### config.mk
export PLATFORM = sky130hd
export DESIGN_NAME = mac_accum
export DESIGN_NICKNAME = d
export VERILOG_FILES = /design/src/rtl/mac_pkg.sv /design/src/rtl/acc_sat_add.sv /design/src/rtl/mac_accum.sv
export SDC_FILE = /design/constraint.sdc
export NUM_CORES = 1
export LEC_CHECK = 0
export ABC_AREA = 1
export CELL_PAD_IN_SITES_DETAIL_PLACEMENT = 1
export CELL_PAD_IN_SITES_GLOBAL_PLACEMENT = 2
export CORE_ASPECT_RATIO = 0.7
export CORE_MARGIN = 2
export CORE_UTILIZATION = 26
export CTS_CLUSTER_DIAMETER = 60
export DETAILED_ROUTE_END_ITERATION = 7
export PLACE_DENSITY = 0.78
export SLEW_MARGIN = 40
export SYNTH_ARGS = -nofsm -noshare
export SYNTH_HDL_FRONTEND = slang
export SYNTH_HIERARCHICAL = 1
export SYNTH_SLANG_ARGS = --single-unit
export TNS_END_PERCENT = 100
### constraint.sdc
create_clock -name clk -period 1.7 [get_ports clk]
set_input_delay 0.34 -clock clk [delete_from_list [all_inputs] [get_ports clk]]
set_output_delay 0.34 -clock clk [all_outputs]
set_load 0.01 [all_outputs]
### src/rtl/mac_pkg.sv
// Shared types and constants for the multiply-accumulate slice.
// Used by mac_accum and acc_sat_add.
package mac_pkg;

    // Accumulator FSM states
    typedef enum logic [1:0] {
        IDLE  = 2'd0,
        ACCUM = 2'd1,
        HOLD  = 2'd2
    } state_e;

    // Product width from the 4x4 multiplier stage
    localparam int PROD_W = 8;

    // Largest product the multiplier can emit (15 * 15)
    localparam int PROD_MAX = 225;

    // A burst closes on an explicit last flag or when the term budget is used up
    function automatic logic burst_done(
        input logic last,
        input logic cnt_at_max
    );
        return last | cnt_at_max;
    endfunction

endpackage

### src/rtl/acc_sat_add.sv
// Combinational W-bit adder with carry-out and optional clamp.
// Macro MAC_ACCUM_SATURATE_EN selects clamp-to-all-ones on carry.
module acc_sat_add #(
    parameter int W = 16
) (
    input  logic [W-1:0] a,
    input  logic [W-1:0] b,
    output logic [W-1:0] sum,
    output logic         carry
);

    logic [W:0] full;

    // Widen by one bit so the carry is observable, then wrap or clamp
    always_comb begin
        full  = {1'b0, a} + {1'b0, b};
        carry = full[W];
`ifdef MAC_ACCUM_SATURATE_EN
        sum   = carry ? {W{1'b1}} : full[W-1:0];
`else
        sum   = full[W-1:0];
`endif
    end

endmodule

### src/rtl/mac_accum.sv
// Burst accumulator behind the multiplier; valid/ready on both sides.
// Macro MAC_ACCUM_SATURATE_EN makes the accumulator clamp instead of wrap.
module mac_accum
    import mac_pkg::*;
#(
    parameter  int ACC_W     = 16,
    parameter  int MAX_TERMS = 16,
    localparam int CNT_W     = $clog2(MAX_TERMS) + 1
) (
    input  logic              clk,
    input  logic              rst_n,
    input  logic              prod_valid,
    output logic              prod_ready,
    input  logic [PROD_W-1:0] prod,
    input  logic              prod_last,
    output logic              out_valid,
    input  logic              out_ready,
    output logic [ACC_W-1:0]  acc_out,
    output logic [CNT_W-1:0]  term_cnt,
    output logic              ovf
);

    state_e           state_q, state_d;
    logic [ACC_W-1:0] acc_q, acc_d;
    logic [CNT_W-1:0] cnt_q, cnt_d;
    logic             ovf_q, ovf_d;
    logic             out_valid_q, out_valid_d;

    logic             accept;
    logic             cnt_at_max;
    logic             end_burst;
    logic [ACC_W-1:0] prod_ext;
    logic [ACC_W-1:0] sum;
    logic             carry;

    assign prod_ext   = ACC_W'(prod);
    assign prod_ready = (state_q != HOLD);
    assign accept     = prod_valid & prod_ready;
    assign cnt_at_max = (cnt_q == CNT_W'(MAX_TERMS - 1));
    assign end_burst  = burst_done(prod_last, cnt_at_max);

    acc_sat_add #(
        .W(ACC_W)
    ) u_add (
        .a    (acc_q),
        .b    (prod_ext),
        .sum  (sum),
        .carry(carry)
    );

    // Next-state, accumulate and result-handshake decode
    always_comb begin
        state_d     = state_q;
        acc_d       = acc_q;
        cnt_d       = cnt_q;
        ovf_d       = ovf_q;
        out_valid_d = out_valid_q;
        unique case (state_q)
            IDLE, ACCUM: begin
                if (accept) begin
                    acc_d = sum;
                    cnt_d = cnt_q + CNT_W'(1);
                    ovf_d = ovf_q | carry;
                    if (end_burst) begin
                        state_d     = HOLD;
                        out_valid_d = 1'b1;
                    end else begin
                        state_d = ACCUM;
                    end
                end
            end
            HOLD: begin
                if (out_ready) begin
                    state_d     = IDLE;
                    acc_d       = '0;
                    cnt_d       = '0;
                    ovf_d       = 1'b0;
                    out_valid_d = 1'b0;
                end
            end
            default: begin
                state_d     = IDLE;
                acc_d       = '0;
                cnt_d       = '0;
                ovf_d       = 1'b0;
                out_valid_d = 1'b0;
            end
        endcase
    end

    // State and datapath registers; reset discards any partial burst
    always_ff @(posedge clk) begin
        if (!rst_n) begin
            state_q     <= IDLE;
            acc_q       <= '0;
            cnt_q       <= '0;
            ovf_q       <= 1'b0;
            out_valid_q <= 1'b0;
        end else begin
            state_q     <= state_d;
            acc_q       <= acc_d;
            cnt_q       <= cnt_d;
            ovf_q       <= ovf_d;
            out_valid_q <= out_valid_d;
        end
    end

    assign out_valid = out_valid_q;
    assign acc_out   = acc_q;
    assign term_cnt  = cnt_q;
    assign ovf       = ovf_q;

endmodule

Word level (Yosys, flattened, before mapping)

Index checks and enable logic that the tools add are counted.

Bits in registers: 25
Input port bits: 13
Output and inout bits: 24
Logic and storage cells: 37

$add $sub $neg: 2
Eq/ne operators: 7
Multiplexer cells: 16
Bitwise operators: 3
Reduce and logical (&&, ||, !) cells: 4

Operators by type and width:

| cell                | count |
|---|---|
| $mux 16             | 2 |
| $pmux 16 s2         | 1 |
| $add 16x8->17       | 1 |
| $mux 5              | 2 |
| $pmux 5 s2          | 1 |
| $ne 2x2->1 const B  | 4 |
| $mux 2              | 3 |
| $add 5x1->5 const B | 1 |
| $eq 5x4->1 const B  | 1 |
| $mux 1              | 4 |
| $pmux 1 s2          | 2 |
| $pmux 2 s2          | 1 |
| $reduce_and 3->1    | 1 |
| $eq 2x1->1 const B  | 1 |
| $eq 2x2->1 const B  | 1 |
| $logic_not 2->1     | 1 |
| $or 1x1->1          | 2 |
| $reduce_and 2->1    | 1 |
| $reduce_or 2->1     | 1 |
| $and 1x1->1         | 1 |

Depth between registers and ports, before layout

Depth in word-level cells: 5
Gate-level depth with buffers: 14
Depth with buffers taken out: 14

By module

The synthesis kept the hierarchy.

Modules (own cells, without submodules):

| module      | times used | cells each | area an instance (um^2) | sequential area each (um^2) |
|---|---|---|---|---|
| mac_accum   | 1          | 167        | 1266.2                  | 500.5 |
| acc_sat_add | 1          | 185        | 979.7                   | 0.0 |

Worst setup path after synthesis

Ideal clock, no wire load.

Path kind: register -> register
From: reg acc_q[0], in the netlist acc_out[0]
To: reg acc_q[8], in the netlist acc_out[8]
Library setup time: 0.114 ns
Arrival time: 1.676 ns
Data required time: 1.586 ns
Slack: -0.090 ns
Stages on the path, launching flop included: 13
Buffers on the path: 0
Period minus slack after synthesis: 1.790 ns
Cell sequence: dfxtp_1 > ha_1 > fa_1 > nand2_1 > nand2_1 > and2_4 > nand2_1 > nand2_1 > xor2_1 > nand2_1 > nand2_4 > nand2_2 > nor2_2

Longest elaborated chain between the ends: 3

RTL lines:

| what                   | RTL line          | RTL |
|---|---|---|
| start, declared        | mac_accum.sv:24   | `logic [ACC_W-1:0] acc_q, acc_d;` |
| start signal, assigned | mac_accum.sv:95   | `acc_q <= '0;` |
| start signal, assigned | mac_accum.sv:101  | `acc_q <= acc_d;` |
| $add 16x8->17          | acc_sat_add.sv:16 | `full = {1'b0, a} + {1'b0, b};` |
| named net sum[8]       | mac_accum.sv:33   | `logic [ACC_W-1:0] sum;` |
| $mux 16                | mac_accum.sv:60   | `if (accept) begin` |
| $pmux 16 s2            | mac_accum.sv:58   | `unique case (state_q)` |

The timed path passes the listed nets, and every way through them passes these cells. The select of a mux whose other input is x is not followed.
A chain may end at the register's enable or synchronous reset.

Worst setup path after layout

From: in prod[0]
To: reg acc_q[14], in the netlist acc_out[14]

Longest elaborated chain between the ends: 3

RTL lines:

| what              | RTL line          | RTL |
|---|---|---|
| start, declared   | mac_accum.sv:14   | `input logic [PROD_W-1:0] prod,` |
| $add 16x8->17     | acc_sat_add.sv:16 |  |
| named net sum[14] | mac_accum.sv:33   |  |
| $mux 16           | mac_accum.sv:60   |  |
| $pmux 16 s2       | mac_accum.sv:58   |  |

The timed path passes the listed nets, and every way through them passes these cells. The select of a mux whose other input is x is not followed.

==> results.txt <==
----------------------------------------------------
[Route]
  Detailed router's first-iteration violation count ... 107
  WL final ... 6.88 mm
  Average wire per standard cell ... 12.8 um
  Via-to-Cell Ratio ... 4.35
  DR vias ... 2330
  Antenna Violating Nets Remaining ... 0
  Number of DRC violations after detailed routing ... 0
  Number of detailed-routing iterations run before antenna repair ... 4

[Logic synthesis]
  Sequential fraction of the synthesis area ... 0.223
  Xor/xnor share of the synthesized area ... 0.0273
  Post-synthesis adder-cell area fraction ... 0.109
  Number of library cell types mapped by synthesis ... 31
  Most instantiated flip-flop cell in the synthesis netlist ... sky130_fd_sc_hd__dfxtp_1
  Post-synthesis async set-or-reset flop share ... 0
  Area share of and/or/nand/nor cells after synthesis ... 0.492
  Syn Inst Count ... 352
  Flop and latch count out of synthesis ... 25
  Number of synthesis warnings ... 6
  Mux cell area share after synthesis ... 0
  Avg Inst Size Synth ... 6.38 um^2
  Share of the synthesized area in compound gates (AO/OA/AOI/OAI) ... 0.0329
  Combinational family with the most area after synthesis ... simple AND/OR/NAND/NOR gates
  Synthesized area ... 2250 um^2
  Number of enable flip-flop cells after synthesis ... 0

[Clocking]
  CTS tree ... done
  Cts bufs inserted ... 3
  Root Driver ... sky130_fd_sc_hd__clkbuf_16
  Count of hold buffers inserted by post-cts repair ... 0
  Post-CTS clock slew at the launch and capture registers of the worst setup and hold paths ... 0.08 ns
  H-Tree Level Count ... 1
  Buffer depth of the longest clock path ... 2
  Clock latency on the worst-skew pair ... 0.27 ns
  Total number of clock tree sinks ... 25

[Timing]
  Post-layout min period ... 1.75 ns
  Final hold violations ... 0
  Share of the clock period used by the worst path ... 1.03
  Maximum frequency from static timing analysis ... 0.571 GHz
  Smallest setup slack after layout ... -0.0512 ns
  Final max-slew violation count ... 0
  Finish-stage setup viols ... 6
  Worst Skew ... 0.00140 ns
  Setup repair after global routing missed its margin ... true
  Accumulated negative setup slack ... -0.203 ns

[Power]
  P_int ... 1.76 mW
  Sw Share ... 0.403
  Proportion of power drawn by combinational gates ... 0.546
  Largest vdd supply drop ... 0.401 mV
  LEAKAGE ... 1.74 nW
  Power density of the placed cells ... 861 nW/um^2
  Net load switching power ... 1.19 mW
  Design Power ... 2.95 mW
  Proportion of power drawn by flip-flops and latches ... 0.251
  Share of power burned in the clock network ... 0.203

[Job]
  Maximum Capacitance Violations ... 0

[Setup path]
  Startpoint kind of the worst setup timing path ... input pin
  R2R depth ... 14
  End point of the critical path ... acc_out[14]$_SDFFE_PN0P_
  WS Path Type ... in -> reg
  Category of the worst setup path capture point ... flop
  Max FO, Critical Path ... 3
  End of the worst register-to-register path ... acc_out[14]$_SDFFE_PN0P_
  Setup slack of the most critical reg-to-reg path ... -0.05 ns
  R2R Path Start ... acc_out[0]$_SDFFE_PN0P_
  Launching instance or port of the critical path ... prod[0]
  Data required time of the worst path ... 1.87 ns
  Endpoint arrival time on the critical path ... 1.93 ns

[Layout]
  Fraction of layout cells with a size suffix above 1 ... 0.371
  Count of nets after finishing ... 464
  Highest-count cells in the layout ignoring fill and taps ... 88 x sky130_fd_sc_hd__nand2_1, 47 x sky130_fd_sc_hd__nand2_2, 45 x sky130_fd_sc_hd__inv_1, 43 x sky130_fd_sc_hd__nor2_1, 33 x sky130_fd_sc_hd__buf_4
  Layout Cells excl Fill ... 536
  Share of the core filled with cells ... 0.407
  Most frequent standard cell in the layout excluding fill and tap cells ... sky130_fd_sc_hd__nand2_1
  Number of diodes ... 0
  Area overhead of the layout relative to synthesis ... 52.4%

[Global route]
  Initial antenna violation count ... 0
  Number of global-route vias before repair ... 2373
  Maximum number of pins on one net before global-route repair ... 18
  Global-route wire length before repair ... 11.3 mm
  Total global-route track usage ... 0.154
  Total overflow reported by the global router ... 0

[Floorplan]
  Die outline area ... 9410 um^2
  Floorplan die height ... 81.8 um
  Ports placed on the boundary ... 37
  Total core area ... 8410 um^2
  Initial cell density of the core ... 0.267
  Die width ... 115 um
  FP Rows ... 28

[Run status]
  Run status ... finished with violations
  Failing checks ... setup timing

[Placement]
  Count of input and output buffers ... 36
  Placer Congestion ... 0.791
  Total placed cells including tap cells ... 529
  Pre-CTS worst setup slack ... -0.585 ns
  Final HPWL from detailed placement ... 5.37 mm

[Hold path]
  Type of the tightest min-delay check ... reg -> reg

----------------------------------------------------
-- area by class of cell --
type	count	area, um^2
sequential	25	515
fill	1080	4980
tap	105	131
timing repair buffer	74	672
multi-input combinational	277	1820
clock inverter	1	8.76
inverter	51	196
clock buffer	3	75.1
-- power by group through the flow --
stage,Combinational (mW),Sequential [mW],Clock [mW]
3_5_place_dp,1.39,0.728,0
3_3_place_gp,1.36,0.726,0
6_report,1.61,0.741,0.598
5_1_grt,1.80,0.752,0.644
4_1_cts,1.48,0.731,0.630
2_1_floorplan,0.837,0.758,0
-- state kept, by name (all words and copies together) (netlist names) --
| name | flops |
|---|---|
| state_q | 2 |
| term_cnt | 5 |
| ovf | 1 |
| out_valid | 1 |
| acc_out | 16 |
-- layer usage --
layer  vias to the layer above  global-route usage  routed length, um
li1                       1219                   -                  -
met4                         0              0.0253                 38
met2                        26               0.251               3080
met3                         4              0.0295                163
met1                      1081               0.217               3600
met5                         -                   0                  0
-- kinds of logic after synthesis --
family,count (synthesis)
flip-flops,25
buffers and inverters,57
AND/OR/NAND/NOR,230
AO/OA/AOI/OAI,13
other,1
adder cells (fa/ha/maj),19
XOR/XNOR,7
-- Yosys cell counts, types with 3 or more instances --
master                     instances  area, um^2
sky130_fd_sc_hd__nand2_1         120         450
sky130_fd_sc_hd__inv_1            46         173
sky130_fd_sc_hd__nor2_1           44         165
sky130_fd_sc_hd__dfxtp_1          25         500
sky130_fd_sc_hd__nand2_2          19         119
sky130_fd_sc_hd__ha_1             18         225
sky130_fd_sc_hd__nand2_4          12         135
sky130_fd_sc_hd__nor2_2           11        68.8
sky130_fd_sc_hd__nand3_1          10        50.1
sky130_fd_sc_hd__a21oi_1           8        40.0
sky130_fd_sc_hd__xor2_1            6        52.6
sky130_fd_sc_hd__inv_2             4        15.0
sky130_fd_sc_hd__nand3_2           3        30.0
sky130_fd_sc_hd__nand3b_1          3        22.5
sky130_fd_sc_hd__nor3_2            3        30.0
-- worst max-delay path: stages --
cell and delay (ns):
sky130_fd_sc_hd__dlygate4sd2_1 0.27, sky130_fd_sc_hd__ha_4 0.17, sky130_fd_sc_hd__fa_2 0.38, sky130_fd_sc_hd__nand2_2 0.08, sky130_fd_sc_hd__nand2_2 0.05, sky130_fd_sc_hd__nand3b_1 0.09, sky130_fd_sc_hd__nand2_2 0.09, sky130_fd_sc_hd__nand2_2 0.07
sky130_fd_sc_hd__nand2_1 0.05, sky130_fd_sc_hd__nand2_1 0.07, sky130_fd_sc_hd__nand2_2 0.05, sky130_fd_sc_hd__nand2_2 0.08, sky130_fd_sc_hd__nand2_4 0.05, sky130_fd_sc_hd__nand2_2 0.06, sky130_fd_sc_hd__nor2_2 0.03
-- how the worst min path moves through the flow --
stage                       startpoint                      end  slack [ns]  cells past startpoint
2_1_floorplan  state_q[0]$_SDFFE_PN0P_  state_q[0]$_SDFFE_PN0P_        0.45                      2
3_3_place_gp    out_valid$_SDFFE_PN0P_   out_valid$_SDFFE_PN0P_        0.44                      2
3_5_place_dp    out_valid$_SDFFE_PN0P_   out_valid$_SDFFE_PN0P_        0.45                      2
4_1_cts         out_valid$_SDFFE_PN0P_   out_valid$_SDFFE_PN0P_        0.47                      2
5_1_grt               ovf$_SDFFE_PN0P_         ovf$_SDFFE_PN0P_        0.48                      2
6_report        out_valid$_SDFFE_PN0P_   out_valid$_SDFFE_PN0P_        0.46                      2
-- per-stage QoR --
step	hold slack (ns)	cell area (um^2)
after floorplan	0.454	2280
after global placement	0.440	3000
after detailed placement	0.449	3000
after CTS	0.468	3230
after global routing	0.481	3420
final	0.460	3420
-- timing repair --
item / in CTS / in global routing
pin swaps: 18 / 29
setup buffers: 2 / 1
endpoints found under the setup margin: 15 / 14
gates resized for setup: 35 / 47
Note: power is estimated with default switching activity, not from simulation.
==> RTL change (same flow settings) <==
Add a define of `MAC_ACCUM_SATURATE_EN`.
--- a/src/rtl/acc_sat_add.sv
+++ b/src/rtl/acc_sat_add.sv
@@ -1,5 +1,7 @@
 // Combinational W-bit adder with carry-out and optional clamp.
 // Macro MAC_ACCUM_SATURATE_EN selects clamp-to-all-ones on carry.
+`define MAC_ACCUM_SATURATE_EN
+
 module acc_sat_add #(
     parameter int W = 16
 ) (
Behaviour: same outputs for any inputs over 10 cycles, from zero or initial values and one cycle with rst_n low; that may be too few to reach the edited logic, so the function may still have changed.
==> RTL change against the original RTL <==
  * The run still ends with negative setup slack left
  * Routed wire length increased by 9.8%
  * Area after synthesis is 6.5% higher
  * Sequential share of layout area is 1.2 points lower
  * Critical endpoint is now acc_out[12]
  * Setup slack worse by 0.31 ns
  * Sequential cell count stayed put
  * Cell count up 14%
  * Power is 14% higher
  * Critical path depth down 2
  * Cell area rose by 7.0%
==> RTL change: results (changes against the original RTL) <==
Status = complete, but fails checks (unchanged)
Failing checks = negative setup slack (unchanged)
Final setup vio count = 17 (was 6)
Inserted Clock Buffers = 3 (unchanged)
Layout cells sized above 1 = 32.31% (was 37.12%)
Top-area cell type share of the netlist area = 20.92% (was 22.28%)
P_leak = 1.995 nW (was 1.739 nW)
Routability cong. = 0.7996 (was 0.7906)
All-Layer GR Usage = 15.96% (was 15.44%)
CP max stage cell = fa_2 (unchanged)
Asr flop ratio synth = 0% (unchanged)
Detailed router's first-iteration violation count = 42 (was 107)
Seq/Total Area, Yosys = 20.92% (was 22.28%)
Clock transition at the registers of the reported paths = 0.07 ns
Initial antenna violation count = 0 (unchanged)
Overflow after GRT = 0 (unchanged)
Port Buf Inserts = 36 (unchanged)
Vias in the first global route = 2658 (was 2373)
Peak supply drop = 0.0004109 V (was 0.0004014 V)
Placed Cells = 604 (was 529)
CTS max path bufs = 2 (unchanged)
Via density = 4.147 (was 4.347)
Worst-path fanout max = 5 (was 3)
First-pass GRT wire length = 12.88 mm (was 11.27 mm)
Hold Path Class = reg -> reg (unchanged)
Post-DR wirelength/cell = 12.32 um (was 12.83 um)
Router iterations before antenna repair = 4 (unchanged)
Worst skew pair latency = 0.27 ns (about the same)
# nets final = 522 (was 464)
H-tree levels = 1 (unchanged)
Synth Area in Compound Gates = 4.132% (was 3.287%)
Final worst setup slack = -0.3594 ns (was -0.05116 ns)
Max stage delay on crit path = 0.39 ns
Top cells by count, synth = nand2_1 (129), inv_1 (67), nor2_1 (47), dfxtp_1 (25), nand3_1 (20) (was nand2_1 (120), inv_1 (46), nor2_1 (44), dfxtp_1 (25), nand2_2 (19))
# diodes = 0 (unchanged)
Post-synthesis cell count = 388 (was 352)
DP Worst Slack = -0.8169 ns (was -0.5854 ns)
Max reg flops = 16 (unchanged)
Xor-xnor portion of the synthesized cell area = 1.831% (was 2.730%)
CP arrival = 2.22 ns (was 1.93 ns)
Adder-Cell Fraction of Synth Area = 10.25% (was 10.92%)
Root Driver = clkbuf_16 (unchanged)
Largest area contributor in the netlist = dfxtp_1 (unchanged)
Synth warn = 6 (unchanged)
Largest net degree at the start of global routing = 18 (unchanged)
Layout Skew = 0.002418 ns (was 0.001395 ns)
Pint = 1.965 mW (was 1.761 mW)
Mux cell area share after synthesis = 0% (unchanged)
Hpwl dp = 6.229 mm (was 5.365 mm)
Synth top area cells = dfxtp_1 (21%), nand2_1 (20%), inv_1 (11%) (was dfxtp_1 (22%), nand2_1 (20%), ha_1 (10%))
Finished Layout Cells = 613 (was 536)
Unique masters post-synth = 30 (was 31)
[RTL change: cell types whose count changed after synthesis, sizes merged, moves of 2 or more]
| cell | before | now |
|---|---|---|
| nand3 | 13 | 23 |
| nor2 | 55 | 58 |
| nand2 | 151 | 155 |
| or2 | 2 | 0 |
| inv | 51 | 70 |
[RTL change: final cells by class]
cell class | count | area, um2
Tap cell | 124 | 155.1
Sequential cell | 25 | 506.7
Clock buffer | 4 | 78.83
Inverter | 70 | 267.8
Fill cell | 1207 | 5335
Multi-Input combinational cell | 293 | 1784
Timing Repair Buffer | 97 | 870.8
[RTL change: worst max-delay path, delay by kind of cell, from the launching register on]
| kind | cells | cell delay [ns] |
|---|---|---|
| compound gates | 2 | 0.30 |
| fa+ha+maj | 2 | 0.56 |
| buf+inv | 1 | 0.17 |
| flops | 1 | 0.35 |
| simple gates | 8 | 0.57 |
[RTL change: cells by family after synthesis]
family                   after synthesis
buffers and inverters                 77
other                                  1
flip-flops                            25
AND/OR/NAND/NOR                      246
adder cells (fa/ha/maj)               19
AO/OA/AOI/OAI                         15
XOR/XNOR                               5
[RTL change: routing by layer]
layer | vias to the layer above | global-route usage (%) | share of wire, %
li1 | 1356 | - | -
met1 | 1157 | 22.95 | 55
met2 | 24 | 25.39 | 43
met3 | 5 | 2.717 | 1.9
met4 | 0 | 2.597 | 0.52
met5 | - | 0 | 0
[RTL change: through the flow]
step                instance area (um2)  hold WS (ns)  utilization, %  TNS [ns]
floorplan                          2455        0.4540               -    -2.669
global route                       3664        0.4755           40.71    -7.151
detailed placement                 3357        0.4500           37.31    -12.77
global placement                   3357        0.4408           37.31    -12.05
CTS                                3607        0.4605           40.09    -4.975
finish                             3664        0.4610           40.71    -5.281
[RTL change: power by group through the flow]
stage / combinational, mW / clock, mW / sequential, mW
4_1_cts: 2.02 / 0.576 / 0.731
6_report: 2.07 / 0.552 / 0.731
3_5_place_dp: 1.85 / 0 / 0.737
2_1_floorplan: 1.06 / 0 / 0.776
5_1_grt: 2.30 / 0.604 / 0.743
3_3_place_gp: 1.80 / 0 / 0.736
[RTL change: timing repair]
action,in CTS,in global routing
gates resized for setup,29,24
pin swaps,14,9
endpoints found under the hold margin,0,0
setup endpoints to repair,17,19
gates cloned,1,0
buffers inserted,4,1
[RTL change: worst paths after layout]
| path | end | depth (start not counted) | start |
|---|---|---|---|
| setup / recovery | acc_out[12] | 13 | acc_out[0] |
| hold / removal | out_valid | 2 | out_valid |
| setup reg to reg | acc_out[12] | 13 | acc_out[0] |
| hold reg to reg | out_valid | 2 | out_valid |
